**src/rtl/lsu_mem_stage.sv**
```systemverilog
// Load/store unit memory stage. Each request from the core becomes at most one
// data-memory transaction on a req/gnt/rvalid bus. Stores get byte enables and
// lane-replicated data. Loads are extracted and extended before writeback.
// Bad accesses and bus timeouts retire with an error flag and no load data.
module lsu_mem_stage #(
  parameter int RSP_TIMEOUT = 256
) (
  input  logic        clk,
  input  logic        reset,
  input  logic        lsu_req_i,
  input  logic        lsu_we_i,
  input  logic [1:0]  lsu_size_i,
  input  logic        lsu_zext_i,
  input  logic [31:0] lsu_addr_i,
  input  logic [31:0] lsu_wdata_i,
  output logic        lsu_stall_o,
  output logic        lsu_done_o,
  output logic        lsu_err_o,
  output logic [31:0] lsu_rdata_o,
  output logic        dmem_req_o,
  output logic        dmem_we_o,
  output logic [31:0] dmem_addr_o,
  output logic [3:0]  dmem_be_o,
  output logic [31:0] dmem_wdata_o,
  input  logic        dmem_gnt_i,
  input  logic        dmem_rvalid_i,
  input  logic [31:0] dmem_rdata_i
);

  typedef enum logic [1:0] {S_IDLE, S_REQ, S_WAIT, S_DONE} state_e;

  // Counter only needs to reach RSP_TIMEOUT-1; a zero timeout disables it.
  localparam int CNT_W = (RSP_TIMEOUT > 1) ? $clog2(RSP_TIMEOUT) : 1;
  localparam logic [CNT_W-1:0] CNT_LAST = CNT_W'((RSP_TIMEOUT > 0) ? RSP_TIMEOUT - 1 : 0);
  localparam bit TO_EN = (RSP_TIMEOUT != 0);

  state_e            state_q, state_d;
  logic [CNT_W-1:0]  cnt_q, cnt_d;
  logic              err_q, err_d;
  logic [31:0]       rdata_q, rdata_d;
  logic              accept;

  logic [31:0]       addr_q;
  logic              we_q;
  logic [3:0]        be_q;
  logic [31:0]       wdata_q;
  logic [1:0]        size_q;
  logic              zext_q;
  logic [1:0]        off_q;

  logic              timeout_hit;

  // Half needs even address, word needs 4-byte alignment, size 11 is never legal.
  function automatic logic access_bad(input logic [1:0] size, input logic [1:0] off);
    case (size)
      2'b00:   return 1'b0;
      2'b01:   return off[0];
      2'b10:   return (off != 2'b00);
      default: return 1'b1;
    endcase
  endfunction

  function automatic logic [3:0] gen_be(input logic [1:0] size, input logic [1:0] off);
    case (size)
      2'b00:   return 4'b0001 << off;
      2'b01:   return 4'b0011 << off;
      default: return 4'b1111;
    endcase
  endfunction

  // Replicate the significant low bytes so every enabled lane sees the right data.
  function automatic logic [31:0] lane_wdata(input logic [1:0] size, input logic [31:0] wd);
    case (size)
      2'b00:   return {4{wd[7:0]}};
      2'b01:   return {2{wd[15:0]}};
      default: return wd;
    endcase
  endfunction

  function automatic logic [31:0] fmt_load(input logic [1:0] size, input logic zext,
                                           input logic [1:0] off, input logic [31:0] rd);
    logic [7:0]  b;
    logic [15:0] h;
    b = rd[{off, 3'b000} +: 8];
    h = rd[{off[1], 4'b0000} +: 16];
    case (size)
      2'b00:   return zext ? {24'd0, b} : {{24{b[7]}}, b};
      2'b01:   return zext ? {16'd0, h} : {{16{h[15]}}, h};
      default: return rd;
    endcase
  endfunction

  assign timeout_hit = TO_EN && (cnt_q == CNT_LAST);

  // State register and control state; reset aborts any transaction silently.
  always_ff @(posedge clk or posedge reset) begin
    if (reset) begin
      state_q <= S_IDLE;
      cnt_q   <= '0;
      err_q   <= 1'b0;
    end else begin
      state_q <= state_d;
      cnt_q   <= cnt_d;
      err_q   <= err_d;
    end
  end

  // Request fields latched at accept; formatted result latched on the way to DONE.
  always_ff @(posedge clk) begin
    if (accept) begin
      addr_q  <= {lsu_addr_i[31:2], 2'b00};
      we_q    <= lsu_we_i;
      be_q    <= gen_be(lsu_size_i, lsu_addr_i[1:0]);
      wdata_q <= lane_wdata(lsu_size_i, lsu_wdata_i);
      size_q  <= lsu_size_i;
      zext_q  <= lsu_zext_i;
      off_q   <= lsu_addr_i[1:0];
    end
    rdata_q <= rdata_d;
  end

  // Next-state logic; a response arriving on the last counted cycle beats the timeout.
  always_comb begin
    state_d = state_q;
    cnt_d   = cnt_q;
    err_d   = err_q;
    rdata_d = rdata_q;
    accept  = 1'b0;
    case (state_q)
      S_IDLE: begin
        if (lsu_req_i) begin
          err_d   = access_bad(lsu_size_i, lsu_addr_i[1:0]);
          rdata_d = '0;
          cnt_d   = '0;
          if (access_bad(lsu_size_i, lsu_addr_i[1:0])) begin
            state_d = S_DONE;
          end else begin
            state_d = S_REQ;
            accept  = 1'b1;
          end
        end
      end
      S_REQ: begin
        if (dmem_gnt_i) begin
          state_d = we_q ? S_DONE : S_WAIT;
          cnt_d   = '0;
        end else if (timeout_hit) begin
          state_d = S_DONE;
          err_d   = 1'b1;
          rdata_d = '0;
        end else begin
          cnt_d = cnt_q + 1'b1;
        end
      end
      S_WAIT: begin
        if (dmem_rvalid_i) begin
          state_d = S_DONE;
          rdata_d = fmt_load(size_q, zext_q, off_q, dmem_rdata_i);
        end else if (timeout_hit) begin
          state_d = S_DONE;
          err_d   = 1'b1;
          rdata_d = '0;
        end else begin
          cnt_d = cnt_q + 1'b1;
        end
      end
      default: state_d = S_IDLE;
    endcase
  end

  // Outputs: bus fields only while requesting, results only in the retire cycle.
  always_comb begin
    lsu_stall_o  = 1'b0;
    lsu_done_o   = 1'b0;
    lsu_err_o    = 1'b0;
    lsu_rdata_o  = '0;
    dmem_req_o   = 1'b0;
    dmem_we_o    = 1'b0;
    dmem_addr_o  = '0;
    dmem_be_o    = '0;
    dmem_wdata_o = '0;
    case (state_q)
      S_IDLE: lsu_stall_o = lsu_req_i;
      S_REQ: begin
        lsu_stall_o  = 1'b1;
        dmem_req_o   = 1'b1;
        dmem_we_o    = we_q;
        dmem_addr_o  = addr_q;
        dmem_be_o    = be_q;
        dmem_wdata_o = wdata_q;
      end
      S_WAIT: lsu_stall_o = 1'b1;
      default: begin
        lsu_done_o  = 1'b1;
        lsu_err_o   = err_q;
        lsu_rdata_o = rdata_q;
      end
    endcase
  end

endmodule

```
**config.mk**
```make
export PLATFORM = sky130hd
export DESIGN_NAME = lsu_mem_stage
export DESIGN_NICKNAME = d
export VERILOG_FILES = /design/src/rtl/lsu_mem_stage.sv
export SDC_FILE = /design/constraint.sdc
export NUM_CORES = 1
export LEC_CHECK = 0
export CAP_MARGIN = 20
export CORE_MARGIN = 2
export CORE_UTILIZATION = 49
export DETAILED_ROUTE_END_ITERATION = 10
export GPL_TIMING_DRIVEN = 0
export PLACE_DENSITY = 0.89
export SLEW_MARGIN = 20
export SYNTH_ARGS = -nofsm -noshare
export SYNTH_HDL_FRONTEND = slang
export SYNTH_SLANG_ARGS = --single-unit
```
**constraint.sdc**
```tcl
create_clock -name clk -period 8.1 [get_ports clk]
set_input_delay 0.81 -clock clk [delete_from_list [all_inputs] [get_ports clk]]
set_output_delay 0.81 -clock clk [all_outputs]
set_load 0.01 [all_outputs]
```
==> impl_metrics.py, run 1 <==
metrics = {
    "floorplan": {
        "placement_rows": 39,
        "chipWidth_um": 113,
        "initial_utilization": 0.508,
        "ioPinCount": 210,
        "fp.dieArea_sq_um": 12800,
        "placeableCoreArea_sq_um": 11500,
        "dieHeight_um": 113,
    },
    "sta": {
        "timing_max_transition_violations_final": 0,
        "clock_skew_ns": 0.0132,
        "period_needed_ns": 3.99,
        "final_hold_viol_count": 0,
        "grt_setup_unrepaired": "no",
        "timing.max_slew.rel_slack": 0.456,
        "min_period_over_period": 0.492,
        "timing_worst_slew_pin_value_ns": 0.812,
        "maxClockFrequency_ghz": 0.251,
        "setup-violations-final": 0,
        "fin_tns_setup_ns": 0,
    },
    "cells_and_area": {
        "layout-drive-gt1-share": 0.0977,
        "fin_nets": 836,
        "area_growth_syn_to_layout_pct": 49.2,
        "final_design_area_no_fill_sq_um": 8740,
        "antenna_cells": 0,
        "fin_cells": 880,
        "fillCellCount": 733,
    },
    "drt": {
        "met2_length_um": 8940,
        "drc_errors": 0,
        "route.antenna.remaining_nets": 0,
        "detail_route.first_pass.iterations": 5,
        "route.final.wire_length_um": 17700,
        "wl_per_cell_um": 20.1,
        "routed-wl-met3_um": 1860,
        "num_vias": 4963,
        "topRoutingLayerUsed": "met4",
        "detailedRoute.firstIterationViolations": 409,
        "vias_per_cell": 5.64,
        "routedLengthMet1_um": 6410,
    },
    "power_and_ir_drop": {
        "power_per_standard_cell_area_nw_per_um2": 299,
        "cell_internal_pwr_w": 0.00176,
        "seqPwrFrac": 0.342,
        "power_switching_w": 0.000854,
        "share_clk_of_total_power": 0.269,
        "cellLeakagePower_nw": 3.12,
        "power.switching_fraction": 0.327,
        "pwr-share-comb": 0.389,
        "worst_vdd_drop_uv": 177,
    },
    "global_route": {
        "grt_use_total": 0.280,
        "largest_net_degree_at_the_start_of_global_routing": 31,
        "antenna_violations_before_repair": 0,
        "globalRouteOverflowTotal": 0,
        "first_pass_grt_wire_length_um": 27200,
        "vias_in_the_first_global_route": 5052,
    },
    "clock_tree": {
        "cts.hold.buffers_added": 0,
        "clock-sinks": 115,
        "clk_transition_reported_paths_ns": 0.05,
        "cts.repair.resized": 0,
        "cts_inserted_buffers": 17,
        "clkLatencyLatePin_ns": 0.42,
        "tritoncts": "yes",
        "ctsLongestPathBuffers": 2,
        "buffer_type_at_the_clock_tree_root": "sky130_fd_sc_hd__clkbuf_16",
        "cts_setup_buffers": 0,
        "cts.htree.levels": 4,
    },
    "synthesis": {
        "synth_edf_count": 104,
        "syn-cell-area_sq_um": 5860,
        "dominantRegCellSynth": "sky130_fd_sc_hd__edfxtp_1",
        "synth_area_leader_cell": "sky130_fd_sc_hd__edfxtp_1",
        "yosys.cell_types.count": 47,
        "postSynth.asyncResetShare": 0.0957,
        "ys_top_cells_by_count": "sky130_fd_sc_hd__edfxtp_1 (104), sky130_fd_sc_hd__and2_1 (100), sky130_fd_sc_hd__a21oi_1 (41), sky130_fd_sc_hd__o2bb2ai_1 (31), sky130_fd_sc_hd__o21ai_0 (27)",
        "cell_count_after_synthesis": 493,
        "synth.top_cell.area_share": 0.533,
        "ys_seq_area_frac": 0.580,
        "ys_top_cells_by_area": "sky130_fd_sc_hd__edfxtp_1 (53%), sky130_fd_sc_hd__and2_1 (11%), sky130_fd_sc_hd__dfrtp_1 (4.7%)",
        "yosysMostFrequentCell": "sky130_fd_sc_hd__edfxtp_1",
        "yosysWarningCount": 0,
        "synth_seq_cells": 115,
        "synth.avg_cell_area_sq_um": 11.9,
    },
    "min_path": {
        "hold_path_class": "reg2reg",
    },
    "setup_path": {
        "timing_worst_setup_path_type": "reg2out",
        "critPathMaxFanout": 10,
        "critPathLaunchType": "flop",
        "cp.required_ns": 7.29,
        "critPathCaptureType": "output port",
        "worst-endpoint-arrival_ns": 3.18,
    },
    "place": {
        "place.gp.congestion": 0.908,
        "port_buffers": 207,
        "detailed_place_hpwl_um": 13000,
        "placedCellCount": 849,
        "detailed_place.area_sq_um": 8190,
    },
    "run_status": {
        "outcome": "finished, final reports clean",
    },
    "flow_run": {
        "cap_viol_max_count": 0,
    },
}
==> metrics by stage <==
step	setup WS [ns]	hold WS [ns]	utilization	power, W
2_1_floorplan	3.36	0.507	-	0.00139
3_3_place_gp	1.49	0.523	0.704	0.00185
3_5_place_dp	4.53	0.529	0.711	0.00190
4_1_cts	4.07	0.540	0.759	0.00262
5_1_grt	3.87	0.574	0.759	0.00273
6_report	4.11	0.537	0.759	0.00261
==> worst paths after layout <==
check                           start      endpoint  slack (ns)  cells past startpoint
max                        state_q[1]  dmem_be_o[2]        4.11                      7
min                             err_q         err_q        0.54                      2
max reg2reg                state_q[1]   rdata_q[23]        5.60                      5
min reg2reg                     err_q         err_q        0.54                      2
max in group asynchronous       reset    state_q[1]        7.07                      2
min in group asynchronous       reset      cnt_q[4]        0.71                      2
==> registers in the layout, indices dropped and copies added, names as in the netlist <==
name	count
rdata_q	32
err_q	1
we_q	1
state_q	2
off_q	2
cnt_q	8
addr_q	30
be_q	4
size_q	2
zext_q	1
wdata_q	32
==> metal layers <==
metal,GRT usage,vias to the layer above
met5,0,-
met4,0.108,0
met3,0.100,44
met2,0.491,315
met1,0.313,2327
li1,-,2277
==> critical path, stage by stage (launching register included) <==
cell and delay (ns):
sky130_fd_sc_hd__dfrtp_1 0.43, sky130_fd_sc_hd__inv_1 0.13, sky130_fd_sc_hd__ha_1 0.22, sky130_fd_sc_hd__clkbuf_1 0.33, sky130_fd_sc_hd__clkbuf_1 0.43, sky130_fd_sc_hd__clkbuf_1 0.42
sky130_fd_sc_hd__and2_1 0.20, sky130_fd_sc_hd__clkdlybuf4s50_1 0.61
==> cells by family after synthesis <==
logic type | after synthesis | share of synthesized area
AOI/OAI and AO/OA | 126 | 0.142
DFF | 115 | 0.580
buffers and inverters | 44 | 0.0340
adders and majority gates | 6 | 0.0128
and+or+nand+nor | 164 | 0.159
other | 1 | 0.000640
muxes | 37 | 0.0705
==> final cells by class <==
type	instances	area (sq um)	share of cell area
Buffer	33	158	0.0180
Clock buffer	18	429	0.0491
Clock inverter	13	119	0.0136
Inverter	11	41.3	0.00473
Multi-Input combinational cell	335	2270	0.260
Sequential cell	115	3400	0.389
Tap cell	143	179	0.0205
Timing Repair Buffer	212	2140	0.245
==> cells in the final DEF, fill, tap and decap left out, types with 2 or more instances in the layout <==
master	n
sky130_fd_sc_hd__a21oi_1	41
sky130_fd_sc_hd__a31oi_1	3
sky130_fd_sc_hd__a41oi_1	2
sky130_fd_sc_hd__and2_1	100
sky130_fd_sc_hd__and3_1	2
sky130_fd_sc_hd__buf_12	2
sky130_fd_sc_hd__buf_2	2
sky130_fd_sc_hd__buf_4	6
sky130_fd_sc_hd__buf_6	3
sky130_fd_sc_hd__bufinv_16	2
sky130_fd_sc_hd__clkbuf_1	24
sky130_fd_sc_hd__clkbuf_16	17
sky130_fd_sc_hd__clkdlybuf4s50_1	207
sky130_fd_sc_hd__clkinv_1	5
sky130_fd_sc_hd__clkinv_2	2
sky130_fd_sc_hd__clkinvlp_4	4
sky130_fd_sc_hd__conb_1	2
sky130_fd_sc_hd__dfrtp_1	11
sky130_fd_sc_hd__edfxtp_1	104
sky130_fd_sc_hd__ha_1	6
sky130_fd_sc_hd__inv_1	11
sky130_fd_sc_hd__mux2_2	24
sky130_fd_sc_hd__mux2i_1	12
sky130_fd_sc_hd__nand2_1	15
sky130_fd_sc_hd__nand2b_1	3
sky130_fd_sc_hd__nand3_1	7
sky130_fd_sc_hd__nand4_1	2
sky130_fd_sc_hd__nor2_1	23
sky130_fd_sc_hd__nor3_1	2
sky130_fd_sc_hd__o21ai_0	27
sky130_fd_sc_hd__o21bai_1	3
sky130_fd_sc_hd__o221ai_1	7
sky130_fd_sc_hd__o2bb2ai_1	31
sky130_fd_sc_hd__o31ai_1	3
sky130_fd_sc_hd__or3_1	2
==> power groups by stage <==
stage	Sequential, W	Clock (W)	Combinational, W
6_report	0.000893	0.000701	0.00102
3_3_place_gp	0.000907	0	0.000946
4_1_cts	0.000890	0.000709	0.00102
3_5_place_dp	0.000898	0	0.00100
2_1_floorplan	0.000884	0	0.000509
5_1_grt	0.000903	0.000730	0.00110
No activity file was read; power rests on OpenSTA's default activity.
==> inputs of run 2 (changes only) <==
--- a/config.mk
+++ b/config.mk
@@ -7,10 +7,10 @@
 export LEC_CHECK = 0
 export CAP_MARGIN = 20
 export CORE_MARGIN = 2
-export CORE_UTILIZATION = 49
+export CORE_UTILIZATION = 45
 export DETAILED_ROUTE_END_ITERATION = 10
 export GPL_TIMING_DRIVEN = 0
-export PLACE_DENSITY = 0.89
+export PLACE_DENSITY = 0.83
 export SLEW_MARGIN = 20
 export SYNTH_ARGS = -nofsm -noshare
 export SYNTH_HDL_FRONTEND = slang
==> constraint.sdc (replaced) <==
create_clock -name clk -period 3.75 [get_ports clk]
set_input_delay 0.375 -clock clk [delete_from_list [all_inputs] [get_ports clk]]
set_output_delay 0.375 -clock clk [all_outputs]
set_load 0.01 [all_outputs]
==> run 2 against run 1 <==
Net effect:
- clock power grew 130%
- power grew 120%
- combinational power up 110%
- critical path depth unchanged
- design area increased by 1.2%
- global-route usage shrank 2.1 points
- flip-flop and latch count unchanged
- register-to-register slack lost 4.5 ns
- routed wire length rose by 0.35%
- utilization down 6.1 points
- worst setup slack got worse by 3.7 ns
- sequential share of layout area shrank 0.47 points
- largest power group unchanged
==> impl_metrics.py, run 2 (synthesized netlist as in run 1, its figures left out) <==
metrics = {
    "cells_and_area": {
        "biggestRegsByFlops": "rdata_q (32), wdata_q (32), addr_q (30)",
        "layout.cells.most_common": "sky130_fd_sc_hd__clkdlybuf4s50_1",
        "area_of_the_multi_input_gates_sq_um": 2280,
        "layout-drive-gt1-share": 0.104,
        "area_growth_syn_to_layout_pct": 51.0,
        "final_core_utilization": 0.698,
        "flip_flop_and_latch_area_sq_um": 3400,
        "most-common-layout-cells": "sky130_fd_sc_hd__clkdlybuf4s50_1 (207), sky130_fd_sc_hd__edfxtp_1 (104), sky130_fd_sc_hd__and2_1 (100), sky130_fd_sc_hd__a21oi_1 (41), sky130_fd_sc_hd__o2bb2ai_1 (31)",
        "fin_nets": 835,
        "fillCellCount": 916,
    },
    "global_route": {
        "largest_net_degree_at_the_start_of_global_routing": 25,
        "first_pass_grt_wire_length_um": 28100,
        "grt_use_total": 0.259,
        "globalRouteOverflowTotal": 0,
        "vias_in_the_first_global_route": 5343,
        "antenna_violations_before_repair": 1,
    },
    "drt": {
        "wl_per_cell_um": 19.5,
        "vias_per_cell": 5.51,
        "num_vias": 5013,
        "route.antenna.remaining_nets": 0,
        "detailedRoute.firstIterationViolations": 338,
        "route.final.wire_length_um": 17700,
        "drc_errors": 0,
        "detail_route.first_pass.iterations": 5,
    },
    "sta": {
        "period_needed_ns": 3.38,
        "fin_tns_setup_ns": 0,
        "grt_setup_unrepaired": "no",
        "setup-violations-final": 0,
        "final_critical_path_setup_slack_ns": 0.374,
        "min_period_over_period": 0.900,
        "maxClockFrequency_ghz": 0.296,
        "timing_max_transition_violations_final": 0,
        "final_hold_viol_count": 0,
        "timing.max_slew.rel_slack": 0.428,
        "clock_skew_ns": 0.00878,
        "timing_worst_slew_pin_value_ns": 0.855,
    },
    "clock_tree": {
        "cts.htree.levels": 4,
        "cts_setup_buffers": 0,
        "clkLatencyLatePin_ns": 0.41,
        "tritoncts": "yes",
        "ctsLongestPathBuffers": 2,
        "cts.hold.buffers_added": 0,
        "cts_inserted_buffers": 17,
        "clock-sinks": 115,
        "cts.repair.resized": 0,
        "clk_transition_reported_paths_ns": 0.06,
        "buffer_type_at_the_clock_tree_root": "sky130_fd_sc_hd__clkbuf_16",
    },
    "power_and_ir_drop": {
        "p_total_w": 0.00572,
        "worst_vdd_drop_uv": 306,
        "cellLeakagePower_nw": 3.15,
        "power_per_standard_cell_area_nw_per_um2": 646,
    },
    "setup_path": {
        "critPathLaunchType": "flop",
        "cp.required_ns": 3.38,
        "r2r_slack_ns": 1.14,
        "critPathCaptureType": "output port",
        "critPathMaxFanout": 10,
        "crit_top_cell": "sky130_fd_sc_hd__clkbuf_1",
        "path_cells": "inv_1 > ha_1 > clkbuf_1 > clkbuf_1 > clkbuf_1 > and2_1 > clkdlybuf4s50_1",
        "worst-endpoint-arrival_ns": 3.00,
        "critical_path.slowest_cell": "sky130_fd_sc_hd__clkdlybuf4s50_1",
        "cpPeakStageDelay_ns": 0.57,
        "timing_worst_setup_path_type": "reg2out",
    },
    "min_path": {
        "hold_path_class": "in2async",
    },
    "floorplan": {
        "fp.dieArea_sq_um": 13900,
        "placement_rows": 41,
        "dieHeight_um": 118,
        "placeableCoreArea_sq_um": 12700,
        "chipWidth_um": 118,
        "ioPinCount": 210,
        "initial_utilization": 0.462,
    },
    "flow_run": {
        "cap_viol_max_count": 0,
    },
    "place": {
        "place_worst_setup_slack_ns": 0.798,
        "detailed_place_hpwl_um": 12700,
        "port_buffers": 207,
        "place.gp.congestion": 0.896,
    },
    "run_status": {
        "outcome": "finished, final reports clean",
    },
}
-- run 2: power breakdown --
part	switching, W	total [W]	internal [W]
logic	0.00113	0.00219	0.00105
clock network	0.000619	0.00160	0.000981
registers	0.000141	0.00193	0.00179
total	0.00190	0.00572	0.00382
-- run 2: path summary, 6_finish.rpt --
kind,to,cells past startpoint,start
worst max-delay path,dmem_addr_o[14],7,state_q[1]
worst min-delay path,cnt_q[1],2,reset
worst max register to register,rdata_q[16],5,state_q[1]
worst min register to register,state_q[0],1,state_q[0]
max in group asynchronous,cnt_q[4],2,reset
min in group clk,addr_q[31],1,lsu_addr_i[31]
-- run 2: layout make-up --
class / count / share of cell area
clock inverter: 15 / 0.0177
multi-input combinational: 335 / 0.258
tap: 172 / 0.0243
sequential: 115 / 0.384
buffer: 33 / 0.0178
antenna: 1 / 0.000283
timing repair buffer: 211 / 0.245
clock buffer: 17 / 0.0481
inverter: 11 / 0.00467
-- run 2: per-stage QoR --
step	area [sq um]	std cells	hold slack [ns]
3_5_place_dp	8260	877	0.541
6_report	8840	910	0.283
5_1_grt	8840	910	0.328
4_1_cts	8840	909	0.278
2_1_floorplan	5870	494	0.227
3_3_place_gp	8150	873	0.539
-- run 2: worst max-delay path: cells and delay by family (launching register included) --
| kind | cells | cell delay, ns |
|---|---|---|
| buffers and inverters | 5 | 1.80 |
| DFF | 1 | 0.43 |
| and+or+nand+nor | 1 | 0.19 |
| adders and majority gates | 1 | 0.17 |
-- run 2: routing by layer --
layer  part of all wire  up-vias  track usage
met2               0.49      296        0.427
li1                   -     2283            -
met4              0.022        0        0.106
met5                  0        -            0
met1               0.37     2405        0.292
met3               0.12       29        0.118
==> inputs of run 3 (changes only) <==
--- a/config.mk
+++ b/config.mk
@@ -6,11 +6,13 @@
 export NUM_CORES = 1
 export LEC_CHECK = 0
 export CAP_MARGIN = 20
+export CELL_PAD_IN_SITES_DETAIL_PLACEMENT = 1
+export CELL_PAD_IN_SITES_GLOBAL_PLACEMENT = 1
 export CORE_MARGIN = 2
-export CORE_UTILIZATION = 45
+export CORE_UTILIZATION = 35
 export DETAILED_ROUTE_END_ITERATION = 10
 export GPL_TIMING_DRIVEN = 0
-export PLACE_DENSITY = 0.83
+export PLACE_DENSITY = 0.84
 export SLEW_MARGIN = 20
 export SYNTH_ARGS = -nofsm -noshare
 export SYNTH_HDL_FRONTEND = slang
==> run 3 against run 2 <==
Net effect:
- combinational power rose by 2%
- die area is 28% higher
- critical endpoint is now dmem_addr_o[27]
- cell count up 5.2%
- clock skew is 0.0030 ns higher
- design area up 0.52%
- sequential share of layout area is 0.20 points lower
- count of clock-buffer cells in the layout increased by 2
- flip-flop and latch count unchanged
- via count increased by 0.26%
- worst setup slack worse by 0.089 ns
- clock power grew 2%
==> impl_metrics.py, run 3 (synthesized netlist as in run 1, its figures left out) <==
metrics = {
    "cells_and_area": {
        "area_growth_syn_to_layout_pct": 51.8,
        "layout.cells.most_common": "sky130_fd_sc_hd__clkdlybuf4s50_1",
        "flip_flop_and_latch_area_sq_um": 3400,
        "fin_nets": 835,
        "fin_cells": 957,
        "biggestRegsByFlops": "rdata_q (32), wdata_q (32), addr_q (30)",
        "area_of_the_multi_input_gates_sq_um": 2280,
        "most-common-layout-cells": "sky130_fd_sc_hd__clkdlybuf4s50_1 (207), sky130_fd_sc_hd__edfxtp_1 (104), sky130_fd_sc_hd__and2_1 (100), sky130_fd_sc_hd__a21oi_1 (41), sky130_fd_sc_hd__o2bb2ai_1 (31)",
        "fillCellCount": 1722,
        "final_design_area_no_fill_sq_um": 8890,
        "antenna_cells": 0,
        "layout-drive-gt1-share": 0.103,
    },
    "setup_path": {
        "crit_family": "buffers and inverters",
        "critPathCaptureType": "output port",
        "critPathLaunchType": "flop",
        "crit_top_cell": "sky130_fd_sc_hd__clkbuf_1",
        "worst-r2r-cell-count": 7,
        "cpPeakStageDelay_ns": 0.57,
        "critical_path.slowest_cell": "sky130_fd_sc_hd__clkdlybuf4s50_1",
        "path_cells": "inv_1 > ha_1 > clkbuf_1 > clkbuf_1 > clkbuf_1 > and2_1 > clkdlybuf4s50_1",
        "critPathMaxFanout": 10,
        "path_depth": 7,
        "worst-endpoint-arrival_ns": 3.09,
        "timing.critical_path.buf_inv": 5,
        "cp.required_ns": 3.38,
        "timing_worst_setup_path_type": "reg2out",
    },
    "clock_tree": {
        "cts_setup_buffers": 0,
        "cts.repair.resized": 0,
        "cts_inserted_buffers": 17,
        "clock-sinks": 115,
        "ctsLongestPathBuffers": 2,
        "cts.htree.levels": 4,
        "tritoncts": "yes",
        "clk_transition_reported_paths_ns": 0.05,
        "clkLatencyLatePin_ns": 0.42,
        "cts.hold.buffers_added": 0,
        "buffer_type_at_the_clock_tree_root": "sky130_fd_sc_hd__clkbuf_16",
    },
    "sta": {
        "min_period_over_period": 0.924,
        "holdWs_ns": 0.271,
        "timing.max_slew.rel_slack": 0.436,
        "period_needed_ns": 3.46,
        "setup-violations-final": 0,
        "clock_skew_ns": 0.0118,
        "timing_worst_slew_pin_value_ns": 0.847,
        "grt_setup_unrepaired": "no",
        "timing_max_transition_violations_final": 0,
        "maxClockFrequency_ghz": 0.289,
        "final_hold_viol_count": 0,
        "final_critical_path_setup_slack_ns": 0.285,
    },
    "global_route": {
        "antenna_violations_before_repair": 0,
        "globalRouteMet3Util": 0.0894,
        "vias_in_the_first_global_route": 5488,
        "globalRouteOverflowTotal": 0,
        "first_pass_grt_wire_length_um": 31000,
        "largest_net_degree_at_the_start_of_global_routing": 30,
        "grt_use_total": 0.226,
        "grt_util_met2": 0.391,
        "met1_usage": 0.259,
        "grt_most_used_layer": "met2",
    },
    "run_status": {
        "outcome": "finished, final reports clean",
    },
    "drt": {
        "route.final.wire_length_um": 19900,
        "vias_per_cell": 5.25,
        "drc_errors": 0,
        "num_vias": 5026,
        "detail_route.first_pass.iterations": 7,
        "route.antenna.remaining_nets": 0,
        "detailedRoute.firstIterationViolations": 310,
        "wl_per_cell_um": 20.8,
    },
    "place": {
        "place_worst_setup_slack_ns": 0.659,
        "detailed_place.area_sq_um": 8300,
        "port_buffers": 207,
        "place.gp.congestion": 0.833,
        "placedCellCount": 925,
        "detailed_place_hpwl_um": 14500,
    },
    "floorplan": {
        "initial_utilization": 0.356,
        "chipWidth_um": 133,
        "placement_rows": 47,
        "dieHeight_um": 133,
        "fp.dieArea_sq_um": 17800,
        "placeableCoreArea_sq_um": 16500,
        "ioPinCount": 210,
    },
    "power_and_ir_drop": {
        "power_per_standard_cell_area_nw_per_um2": 652,
        "worst_vdd_drop_uv": 332,
        "cellLeakagePower_nw": 3.14,
        "p_total_w": 0.00580,
    },
    "min_path": {
        "hold_path_class": "in2async",
    },
    "flow_run": {
        "cap_viol_max_count": 0,
    },
}
-- run 3: changes by cell type in the layout (fill, tap and decap cells not counted), sizes merged --
cell    before  now
inv         15   11
clkbuf      41   43
bufinv       2    3
clkinv       5    6
diode        1    0
-- run 3: final timing paths --
kind / startpoint / slack, ns / to
worst min-delay path: reset / 0.27 / err_q
worst max-delay path: state_q[1] / 0.29 / dmem_addr_o[27]
max in group asynchronous: reset / 3.15 / state_q[1]
min in group clk: lsu_addr_i[2] / 0.51 / addr_q[2]
worst min register to register: rdata_q[15] / 0.56 / rdata_q[15]
worst max register to register: state_q[1] / 1.29 / rdata_q[10]
-- run 3: metrics by stage --
step	utilization	setup TNS, ns
after floorplan	-	0
after global placement	0.499	-64.29
after detailed placement	0.504	0
after CTS	0.540	0
after global routing	0.540	0
final	0.540	0
-- run 3: layout make-up --
cell class | count | area share
well taps | 220 | 0.0310
multi-input cells | 335 | 0.257
clock buffers | 19 | 0.0487
repair buffers | 211 | 0.241
clock inverters | 13 | 0.0182
flip-flops and latches | 115 | 0.382
inverters | 11 | 0.00464
plain buffers | 33 | 0.0177
-- run 3: worst reg2reg max path, stage by stage, from the launching register on --
cell and delay, ns:
sky130_fd_sc_hd__dfrtp_1 0.42, sky130_fd_sc_hd__inv_1 0.13, sky130_fd_sc_hd__ha_1 0.18, sky130_fd_sc_hd__clkbuf_1 0.37, sky130_fd_sc_hd__a21oi_1 0.08, sky130_fd_sc_hd__nor2_1 0.43, sky130_fd_sc_hd__clkbuf_1 0.51, sky130_fd_sc_hd__o2bb2ai_1 0.19
-- run 3: layer usage --
| metal | routed length (um) | vias up |
|---|---|---|
| met5 | 0 | - |
| met4 | 276 | 0 |
| met3 | 1930 | 24 |
| met2 | 9880 | 231 |
| met1 | 7810 | 2491 |
| li1 | - | 2280 |
-- run 3: power by group --
group / internal, W / total (W) / switching [W]
sequential: 0.00179 / 0.00193 / 0.000144
clock: 0.00104 / 0.00164 / 0.000595
combinational: 0.00105 / 0.00223 / 0.00118
total: 0.00388 / 0.00580 / 0.00191
